===== src/rtl/rtc_timekeeper_if.sv =====
// Load port of the RTC timekeeper: carries a time or alarm value into the block.
// A transfer happens on a rising clock edge where set_valid and set_ready are both 1;
// the master holds set_target/set_hh/set_mm/set_ss stable while set_valid is high.
interface rtc_timekeeper_if;
    logic       set_valid;
    logic       set_ready;
    logic       set_target;
    logic [7:0] set_hh;
    logic [7:0] set_mm;
    logic [7:0] set_ss;

    modport master (
        output set_valid,
        output set_target,
        output set_hh,
        output set_mm,
        output set_ss,
        input  set_ready
    );

    modport slave (
        input  set_valid,
        input  set_target,
        input  set_hh,
        input  set_mm,
        input  set_ss,
        output set_ready
    );
endinterface


===== src/rtl/rtc_timekeeper.sv =====
// BCD time-of-day counter driven by a sampled divider tick, with a time/alarm load
// port and one-cycle second, day-rollover, alarm and load-error pulses.
module rtc_timekeeper #(
    parameter int unsigned TICKS_PER_SEC = 4
) (
    input  logic            iclk,
    input  logic            reset,
    input  logic            tick_in,
    input  logic            run,
    input  logic            alarm_en,
    rtc_timekeeper_if.slave set_if,
    output logic [7:0]      hh,
    output logic [7:0]      mm,
    output logic [7:0]      ss,
    output logic            sec_pulse,
    output logic            day_pulse,
    output logic            alarm_hit,
    output logic            set_err,
    output logic            dbg_running,
    output logic [15:0]     dbg_pre
);
    typedef enum logic {
        STOPPED = 1'b0,
        RUNNING = 1'b1
    } state_t;

    localparam logic [15:0] PRE_MAX = 16'(TICKS_PER_SEC - 1);

    state_t      state_q;
    state_t      state_d;
    logic        tick_d;
    logic [15:0] pre;
    logic [15:0] pre_d;
    logic [7:0]  al_hh;
    logic [7:0]  al_mm;
    logic [7:0]  al_ss;
    logic        set_ready_q;

    logic        tick_rise;
    logic        counting;
    logic        sec_done;
    logic        handshake;
    logic        load_ok;
    logic        time_load;
    logic        alarm_load;
    logic        load_bad;
    logic [8:0]  ss_inc;
    logic [8:0]  mm_inc;
    logic [8:0]  hh_inc;

    function automatic logic bcd_ok(input logic [7:0] v, input logic [7:0] max);
        return (v[3:0] <= 4'd9) && (v[7:4] <= 4'd9) && (v <= max);
    endfunction

    // Increment a two-digit BCD field that wraps to 00 after max; bit 8 is the carry out.
    function automatic logic [8:0] bcd_inc(input logic [7:0] v, input logic [7:0] max);
        if (v == max) return {1'b1, 8'h00};
        if (v[3:0] == 4'd9) return {1'b0, v[7:4] + 4'd1, 4'd0};
        return {1'b0, v[7:4], v[3:0] + 4'd1};
    endfunction

    always_ff @(posedge iclk) begin
        if (reset) state_q <= STOPPED;
        else       state_q <= state_d;
    end

    always_comb begin
        state_d = state_q;
        case (state_q)
            STOPPED: if (run)  state_d = RUNNING;
            RUNNING: if (!run) state_d = STOPPED;
            default: state_d = STOPPED;
        endcase

        tick_rise = tick_in & ~tick_d;
        counting  = (state_q == RUNNING) && tick_rise;
        sec_done  = counting && (pre == PRE_MAX);
        pre_d     = pre;
        if (counting) pre_d = sec_done ? 16'd0 : pre + 16'd1;

        handshake  = set_if.set_valid & set_ready_q;
        load_ok    = bcd_ok(set_if.set_hh, 8'h23) && bcd_ok(set_if.set_mm, 8'h59)
                     && bcd_ok(set_if.set_ss, 8'h59);
        time_load  = handshake & load_ok & ~set_if.set_target;
        alarm_load = handshake & load_ok & set_if.set_target;
        load_bad   = handshake & ~load_ok;

        ss_inc = bcd_inc(ss, 8'h59);
        mm_inc = ss_inc[8] ? bcd_inc(mm, 8'h59) : {1'b0, mm};
        hh_inc = mm_inc[8] ? bcd_inc(hh, 8'h23) : {1'b0, hh};
    end

    always_ff @(posedge iclk) begin
        if (reset) begin
            tick_d      <= 1'b0;
            pre         <= 16'd0;
            hh          <= 8'h00;
            mm          <= 8'h00;
            ss          <= 8'h00;
            al_hh       <= 8'h00;
            al_mm       <= 8'h00;
            al_ss       <= 8'h00;
            sec_pulse   <= 1'b0;
            day_pulse   <= 1'b0;
            alarm_hit   <= 1'b0;
            set_err     <= 1'b0;
            set_ready_q <= 1'b0;
        end else begin
            tick_d      <= tick_in;
            set_ready_q <= 1'b1;
            pre         <= pre_d;
            sec_pulse   <= 1'b0;
            day_pulse   <= 1'b0;
            alarm_hit   <= 1'b0;
            set_err     <= load_bad;
            // A time load overrides a coinciding second, which is then lost silently.
            if (time_load) begin
                hh  <= set_if.set_hh;
                mm  <= set_if.set_mm;
                ss  <= set_if.set_ss;
                pre <= 16'd0;
            end else if (sec_done) begin
                hh        <= hh_inc[7:0];
                mm        <= mm_inc[7:0];
                ss        <= ss_inc[7:0];
                sec_pulse <= 1'b1;
                day_pulse <= hh_inc[8];
                alarm_hit <= alarm_en &&
                             ({hh_inc[7:0], mm_inc[7:0], ss_inc[7:0]} == {al_hh, al_mm, al_ss});
            end
            if (alarm_load) begin
                al_hh <= set_if.set_hh;
                al_mm <= set_if.set_mm;
                al_ss <= set_if.set_ss;
            end
        end
    end

    // Ready is registered, so it rises on the first edge after reset is released.
    assign set_if.set_ready = set_ready_q;
    assign dbg_running      = (state_q == RUNNING);
    assign dbg_pre          = pre;
endmodule


===== src/flat_wrapper.sv =====
// flat-port wrapper written by rule: the top's interface ports become plain ports
module rtc_timekeeper_flat 
#(
    parameter int unsigned TICKS_PER_SEC = 4
)
  (iclk, reset, tick_in, run, alarm_en, hh, mm, ss, sec_pulse, day_pulse, alarm_hit, set_err, dbg_running, dbg_pre, set_if_set_valid, set_if_set_target, set_if_set_hh, set_if_set_mm, set_if_set_ss, set_if_set_ready);
  rtc_timekeeper_if set_if_i ();
  input  logic iclk;
  input  logic reset;
  input  logic tick_in;
  input  logic run;
  input  logic alarm_en;
  output logic [7:0] hh;
  output logic [7:0] mm;
  output logic [7:0] ss;
  output logic sec_pulse;
  output logic day_pulse;
  output logic alarm_hit;
  output logic set_err;
  output logic dbg_running;
  output logic [15:0] dbg_pre;
  input wire logic [$bits(set_if_i.set_valid)-1:0] set_if_set_valid;
  input wire logic [$bits(set_if_i.set_target)-1:0] set_if_set_target;
  input wire logic [$bits(set_if_i.set_hh)-1:0] set_if_set_hh;
  input wire logic [$bits(set_if_i.set_mm)-1:0] set_if_set_mm;
  input wire logic [$bits(set_if_i.set_ss)-1:0] set_if_set_ss;
  output wire logic [$bits(set_if_i.set_ready)-1:0] set_if_set_ready;
  assign set_if_i.set_valid = set_if_set_valid;
  assign set_if_i.set_target = set_if_set_target;
  assign set_if_i.set_hh = set_if_set_hh;
  assign set_if_i.set_mm = set_if_set_mm;
  assign set_if_i.set_ss = set_if_set_ss;
  assign set_if_set_ready = set_if_i.set_ready;
  rtc_timekeeper #(.TICKS_PER_SEC(TICKS_PER_SEC)) u_core (.iclk(iclk), .reset(reset), .tick_in(tick_in), .run(run), .alarm_en(alarm_en), .set_if(set_if_i), .hh(hh), .mm(mm), .ss(ss), .sec_pulse(sec_pulse), .day_pulse(day_pulse), .alarm_hit(alarm_hit), .set_err(set_err), .dbg_running(dbg_running), .dbg_pre(dbg_pre));
endmodule

===== config.mk =====
export PLATFORM = sky130hd
export DESIGN_NAME = rtc_timekeeper_flat
export DESIGN_NICKNAME = d
export VERILOG_FILES = /design/src/rtl/rtc_timekeeper_if.sv /design/src/rtl/rtc_timekeeper.sv /design/src/flat_wrapper.sv
export SDC_FILE = /design/constraint.sdc
export NUM_CORES = 1
export LEC_CHECK = 0
export ABC_AREA = 1
export BUFFER_PORTS_ARGS = -buffer_cell sky130_fd_sc_hd__buf_2
export CAP_MARGIN = 20
export CORE_MARGIN = 2
export CORE_UTILIZATION = 50
export DETAILED_ROUTE_END_ITERATION = 7
export MAX_ROUTING_LAYER = met4
export PLACE_DENSITY = 0.82
export SYNTH_ARGS = -nofsm -noshare
export SYNTH_HDL_FRONTEND = slang
export SYNTH_SLANG_ARGS = --single-unit

===== constraint.sdc =====
create_clock -name iclk -period 5.54 [get_ports iclk]
set_clock_uncertainty 0.1 [all_clocks]
set_input_delay 0.831 -clock iclk [delete_from_list [all_inputs] [get_ports iclk]]
set_output_delay 0.831 -clock iclk [all_outputs]
set_load 0.01 [all_outputs]

==> flow_metrics.tcl, run 1 <==
set metrics [dict create \
    die_h_um 96.3 \
    clkTransAtPathRegs_ns 0.09 \
    insertion_delay_ns 0.35 \
    cts_sinks 71 \
    postCtsSetupBuffers 0 \
    min_period_ns 3.12 \
    gp_congestion 0.931 \
    drv_slew 0 \
    setup_ws_ns 2.42 \
    fin_nets 793 \
    cp-end-kind "flip-flop" \
    r2r_setup_slack_ns 2.72 \
    cp_max_fo 13 \
    syn_inst 679 \
    core_um2 8220 \
    cp_data_arrival_time_ns 3.27 \
    fmax_mhz 321 \
    power.share.clock_pct 40.8 \
    p_int_uw 700 \
    leakage_uw 0.00241 \
    critPathRequiredTime_ns 5.69 \
    fill_cells 809 \
    synth_area_leader_cell "dfxtp_1" \
    num_io_pins 77 \
    cts_tree "yes" \
    slowest_delay_ns 0.52 \
    row_count 33 \
    vias 4641 \
    clock_path_buffers 2 \
    r2r_start "u_core.ss[0]" \
    vias_per_cell 5.40 \
    cts_resized 0 \
    ctsHoldBuffers 0 \
    multiInputGateArea_um2 2380 \
    hold_start "u_core.al_ss[7]" \
    numCtsBuffers 9 \
    power.share.combinational_pct 4.5 \
    drive_gt1_share_pct 15.5 \
    first_iter_violations 290 \
    switching_power_uw 238 \
    synth_area_leaders "dfxtp_1 33%, nand2_1 18%, nand3_1 8.5%, inv_1 8.0%, nor2_1 6.1%" \
    drt-total-wl_mm 12.0 \
    wire_per_inst_um 13.9 \
    cpMostUsedCell "nand3_1" \
    firstDrtPassIters 6 \
    r2r-end "u_core.alarm_hit" \
    cp_num_buf_inv 3 \
    worst_slew_pin_slew_ns 0.647 \
    yosysSeqAreaShare_pct 33.4 \
    ir_drop_uv 135 \
    seq_area_um2 1420 \
    pwr-share-seq_pct 54.7 \
    drc 0 \
    htree_levels 3 \
    startpoint_type "input port" \
    grt_max_degree 41 \
    synth-seq-cells 71 \
    cp.depth 11 \
    p_sw_share_pct 25.4 \
    die_area_um2 9270 \
    setup.worst_path.class "in2reg" \
    yosysUniqueCellTypes 32 \
    grt_pass1_wl_mm 19.7 \
    grt_usage_pct 28.1 \
    root_buffer "clkbuf_8" \
    path_delay_family "simple AND/OR/NAND/NOR gates" \
    hold_viol 0 \
    crit_slowest_cell "nand3_1" \
    place_ws_ns 2.22 \
    min_period_over_period_pct 56.2 \
    antenna_left 0 \
    synth_top_area_share_pct 33.4 \
    grt_overflow_total 0 \
    synth.avg_cell_area_um2 6.27 \
    synth_area_um2 4260 \
    area_delta_synth_final_pct 14.4 \
    post-dp-hpwl_mm 8.76 \
    port_buffers 76 \
    hold_path_depth 2 \
    r2r_cells 13 \
    cap_violations 0 \
    power_density_nw_per_um2 193 \
    synth_fp_nets 723 \
    initial_utilization_pct 51.8 \
    hold_path_end "u_core.al_ss[7]" \
    slew_headroom_pct 56.7 \
    tns_ns 0 \
    setup_viol 0 \
    num_antenna_cells 0 \
    min_path_type "reg2reg" \
    path_cells "buf_2, o21ai_0, nand3_1, nor2_1, nand3_1, nand2_1, inv_1, nand3_1, nand3_1, nand2_1, inv_1" \
    yosysWarningCount 0 \
    antenna_found_initial 0 \
    die_w_um 96.3 \
    grt_setup_unrepaired "no" \
    grt_pass1_vias 4350 \
    status "complete, no violations" \
]
==> area by class of cell <==
class / count / share of cell area [%]
multi-input combinational: 496 / 48.9
sequential: 71 / 29.2
timing repair buffer: 77 / 8.38
inverter: 94 / 7.25
clock buffer: 10 / 2.83
tap: 105 / 2.70
clock inverter: 6 / 0.745
==> routing by layer <==
metal,GRT usage (%),part of all wire [%],up-vias
met1,32.9,43,2125
met3,6.42,8.0,28
met2,47.5,47,179
met4,9.17,2.4,0
met5,-,0,-
li1,-,-,2309
==> cells in the final DEF (no fill, tap or decap) <==
cell        instances
a211oi_1            3
a21oi_1            24
a31oi_1             7
and2_1              1
buf_16              1
buf_2              76
clkbuf_8           10
clkinv_2            4
clkinv_4            1
clkinvlp_4          1
dfxtp_1            71
ha_1               13
inv_1              91
inv_2               3
nand2_1           203
nand2_2             8
nand2_4             1
nand3_1            72
nand3_2             3
nand3b_1            4
nand4_1            14
nor2_1             69
nor2_2              4
nor2_4              2
nor3_1              8
nor3b_1             2
nor4_1              2
o21a_1              1
o21ai_0            40
o22ai_1             4
or2_2               3
xnor2_1             2
xor2_1              6
==> synthesized netlist by cell type (all sizes together) <==
cell,instances
o22ai,4
nor3,8
o21a,1
or2,3
clkbuf,5
inv,94
nor3b,2
and2,1
xor2,6
o21ai,40
nor2,75
buf,13
nor4,2
ha,13
a31oi,7
nand4,14
dfxtp,71
nand3b,4
nand3,75
xnor2,2
a21oi,24
a211oi,3
nand2,212
==> flip-flops by register name, indices dropped and copies added (netlist names) <==
signal,flops
u_core.mm,8
u_core.tick_d,1
u_core.set_if.set_ready,1
u_core.al_hh,8
u_core.ss,8
u_core.dbg_pre,16
u_core.set_err,1
u_core.al_ss,8
u_core.day_pulse,1
u_core.al_mm,8
u_core.dbg_running,1
u_core.alarm_hit,1
u_core.hh,8
u_core.sec_pulse,1
==> cell families (layout without fill, tap and decap cells) <==
| logic type | count (synthesis) | after routing | share of synthesized area [%] |
|---|---|---|---|
| adders and majority gates | 13 | 13 | 3.82 |
| and+or+nand+nor | 396 | 396 | 40.7 |
| DFF | 71 | 71 | 33.4 |
| xor gates and xnor gates | 8 | 8 | 1.65 |
| AOI/OAI and AO/OA | 79 | 79 | 9.85 |
| buffers and inverters | 112 | 187 | 10.6 |
==> through the flow <==
| step | utilization [%] | std cells | power, µW | instance area [µm²] | hold WS [ns] |
|---|---|---|---|---|---|
| 2_1_floorplan | - | 679 | 543 | 4260 | 0.331 |
| 3_3_place_gp | 56.8 | 842 | 563 | 4670 | 0.346 |
| 3_5_place_dp | 56.8 | 842 | 564 | 4670 | 0.352 |
| 4_1_cts | 58.9 | 858 | 935 | 4840 | 0.365 |
| 5_1_grt | 59.3 | 859 | 967 | 4870 | 0.398 |
| 6_report | 59.3 | 859 | 938 | 4870 | 0.365 |
==> power by group through the flow <==
stage	Sequential, µW	Combinational [µW]	Clock, µW
after detailed placement	525	38.3	0
final	513	41.8	383
after global routing	514	45.7	408
after CTS	513	38.5	383
after floorplan	526	16.8	0
after global placement	525	37.7	0
==> worst max-delay path by stage <==
stage,startpoint,slack [ns],endpoint
finish,set_if_set_mm[1],2.42,u_core.hh[1]
global route,set_if_set_mm[1],2.24,u_core.hh[5]
CTS,set_if_set_mm[1],2.58,u_core.hh[1]
detailed placement,set_if_set_mm[1],2.22,u_core.hh[5]
global placement,set_if_set_mm[1],2.16,u_core.hh[5]
floorplan,set_if_set_ss[7],3.35,u_core.mm[2]
==> worst register-to-register path, stage by stage (launching register included) <==
cell and delay (ns):
dfxtp_1 0.47, ha_1 0.25, nand3_2 0.26, nor2_2 0.57, nand2_2 0.31, nand2_1 0.20
nand2_1 0.08, nand2_1 0.06, nand2_1 0.05, nor2_1 0.08, nand2_1 0.06, nor2_1 0.08
nand3_1 0.11, nor2_1 0.10
No activity file was read; power rests on OpenSTA's default activity.
==> run 2: changes to the inputs <==
==> constraint.sdc (replaced) <==
create_clock -name iclk -period 3.1 [get_ports iclk]
set_clock_uncertainty 0.1 [all_clocks]
set_input_delay 0.465 -clock iclk [delete_from_list [all_inputs] [get_ports iclk]]
set_output_delay 0.465 -clock iclk [all_outputs]
set_load 0.01 [all_outputs]
==> flow_metrics.tcl, run 2 (synthesis gave the netlist of run 1 again) <==
set metrics [dict create \
    slew_headroom_pct 64.5 \
    grt_usage_pct 27.5 \
    initial_utilization_pct 51.8 \
    cpMostUsedCell "nand3_1" \
    cts_resized 0 \
    row_count 33 \
    min_period_over_period_pct 82.5 \
    r2r_setup_slack_ns 0.61 \
    cp-end-kind "flip-flop" \
    hold_path_end "u_core.tick_d" \
    antenna_left 0 \
    wire_per_inst_um 13.9 \
    vias 4672 \
    tns_ns 0 \
    layout_common_cells "203 x nand2_1, 91 x inv_1, 76 x buf_2" \
    die_w_um 96.3 \
    num_io_pins 77 \
    clkTransAtPathRegs_ns 0.09 \
    cap_violations 0 \
    drc 0 \
    drive_gt1_share_pct 15.7 \
    p_sw_share_pct 24.2 \
    ir_drop_uv 195 \
    firstDrtPassIters 6 \
    antenna_found_initial 0 \
    fin_nets 795 \
    stdcell_area_um2 4920 \
    postCtsSetupBuffers 0 \
    numCtsBuffers 9 \
    crit_slowest_cell "nand2_1" \
    path_cells "buf_2, o21ai_0, nand3_1, nor2_1, nand3_1, nand2_1, inv_1, nand3_1, nand3_1, nand2_1, inv_1" \
    grt_pass1_vias 4227 \
    core_um2 8220 \
    cp_max_fo 13 \
    drv_slew 0 \
    switching_power_uw 448 \
    cts_sinks 71 \
    grt_setup_unrepaired "no" \
    hold_start "tick_in" \
    clock_path_buffers 2 \
    setup.worst_path.class "in2reg" \
    first_iter_violations 353 \
    power.share.clock_pct 46.6 \
    htree_levels 3 \
    final_common_cell "nand2_1" \
    fmax_mhz 391 \
    ctsHoldBuffers 0 \
    power_density_nw_per_um2 376 \
    slowest_delay_ns 0.42 \
    worst_slew_pin_slew_ns 0.532 \
    leakage_uw 0.00243 \
    port_buffers 76 \
    dpl_cell_area_um2 4690 \
    r2r_cells 14 \
    gp_congestion 0.946 \
    power_uw 1850 \
    startpoint_type "input port" \
    r2r_start "u_core.ss[0]" \
    die_area_um2 9270 \
    root_buffer "clkbuf_8" \
    vias_per_cell 5.43 \
    p_int_uw 1400 \
    area_delta_synth_final_pct 15.5 \
    cp_data_arrival_time_ns 2.71 \
    critPathRequiredTime_ns 3.26 \
    num_antenna_cells 0 \
    insertion_delay_ns 0.36 \
    min_path_type "in2reg" \
    instances_no_fill 861 \
    grt_overflow_total 0 \
    power.share.combinational_pct 3.9 \
    status "complete, no violations" \
    dp.cells 845 \
    largest_register_ffs 16 \
    hold_ws_ns 0.224 \
    post-dp-hpwl_mm 8.76 \
    grt_max_degree 28 \
    min_period_ns 2.56 \
    die_h_um 96.3 \
    hold_path_depth 3 \
    setup_viol 0 \
    grt_pass1_wl_mm 19.3 \
    pwr-share-seq_pct 49.6 \
    drt-total-wl_mm 11.9 \
    hold_viol 0 \
    cts_tree "yes" \
    r2r-end "u_core.alarm_hit" \
]
-- run 2: cell count changes in the layout (fill, tap and decap cells not counted) --
| cell | previous run | this run |
|---|---|---|
| clkbuf_8 | 10 | 9 |
| clkinv_2 | 4 | 0 |
| buf_16 | 1 | 0 |
| inv_6 | 0 | 3 |
| bufinv_16 | 0 | 2 |
| buf_4 | 0 | 3 |
-- run 2: power groups by stage --
| stage | combinational (µW) | sequential [µW] | clock [µW] |
|---|---|---|---|
| 4_1_cts | 70.1 | 917 | 865 |
| 3_5_place_dp | 69.6 | 939 | 0 |
| 3_3_place_gp | 68.1 | 938 | 0 |
| 2_1_floorplan | 29.9 | 940 | 0 |
| 6_report | 71.4 | 917 | 862 |
| 5_1_grt | 78.9 | 918 | 909 |
-- run 2: area by class of cell --
class,count,area (µm²)
Inverter,94,353
Clock buffer,9,124
Timing Repair Buffer,79,403
Tap cell,105,131
Sequential cell,71,1420
Clock inverter,7,103
Multi-Input combinational cell,496,2380
Fill cell,774,3300
-- run 2: per-stage QoR --
step	setup WS (ns)	utilization (%)
floorplan	1.19	-
global placement	0.438	57.1
detailed placement	0.278	57.1
CTS	0.640	59.8
global route	0.305	59.8
finish	0.544	59.8
-- run 2: worst max-delay path by stage --
stage	startpoint	to	slack (ns)	cells after the start
after floorplan	u_core.mm[0]	u_core.alarm_hit	1.19	13
after global placement	set_if_set_mm[1]	u_core.hh[4]	0.44	11
after detailed placement	set_if_set_mm[1]	u_core.hh[1]	0.28	11
after CTS	u_core.ss[0]	u_core.alarm_hit	0.64	14
after global routing	set_if_set_mm[1]	u_core.hh[1]	0.30	11
final	set_if_set_mm[1]	u_core.hh[4]	0.54	11
-- run 2: layer usage --
layer	track usage (%)	part of all wire, %	up-vias
met1	32.8	44	2150
li1	-	-	2303
met3	6.58	7.1	28
met2	45.9	47	191
met5	-	0	-
met4	8.69	2.1	0
-- run 2: worst max-delay path, delay by kind of cell --
| kind | cells | cell delay [ns] |
|---|---|---|
| buffers and inverters | 3 | 0.46 |
| AO/OA/AOI/OAI | 1 | 0.33 |
| AND/OR/NAND/NOR | 7 | 1.44 |
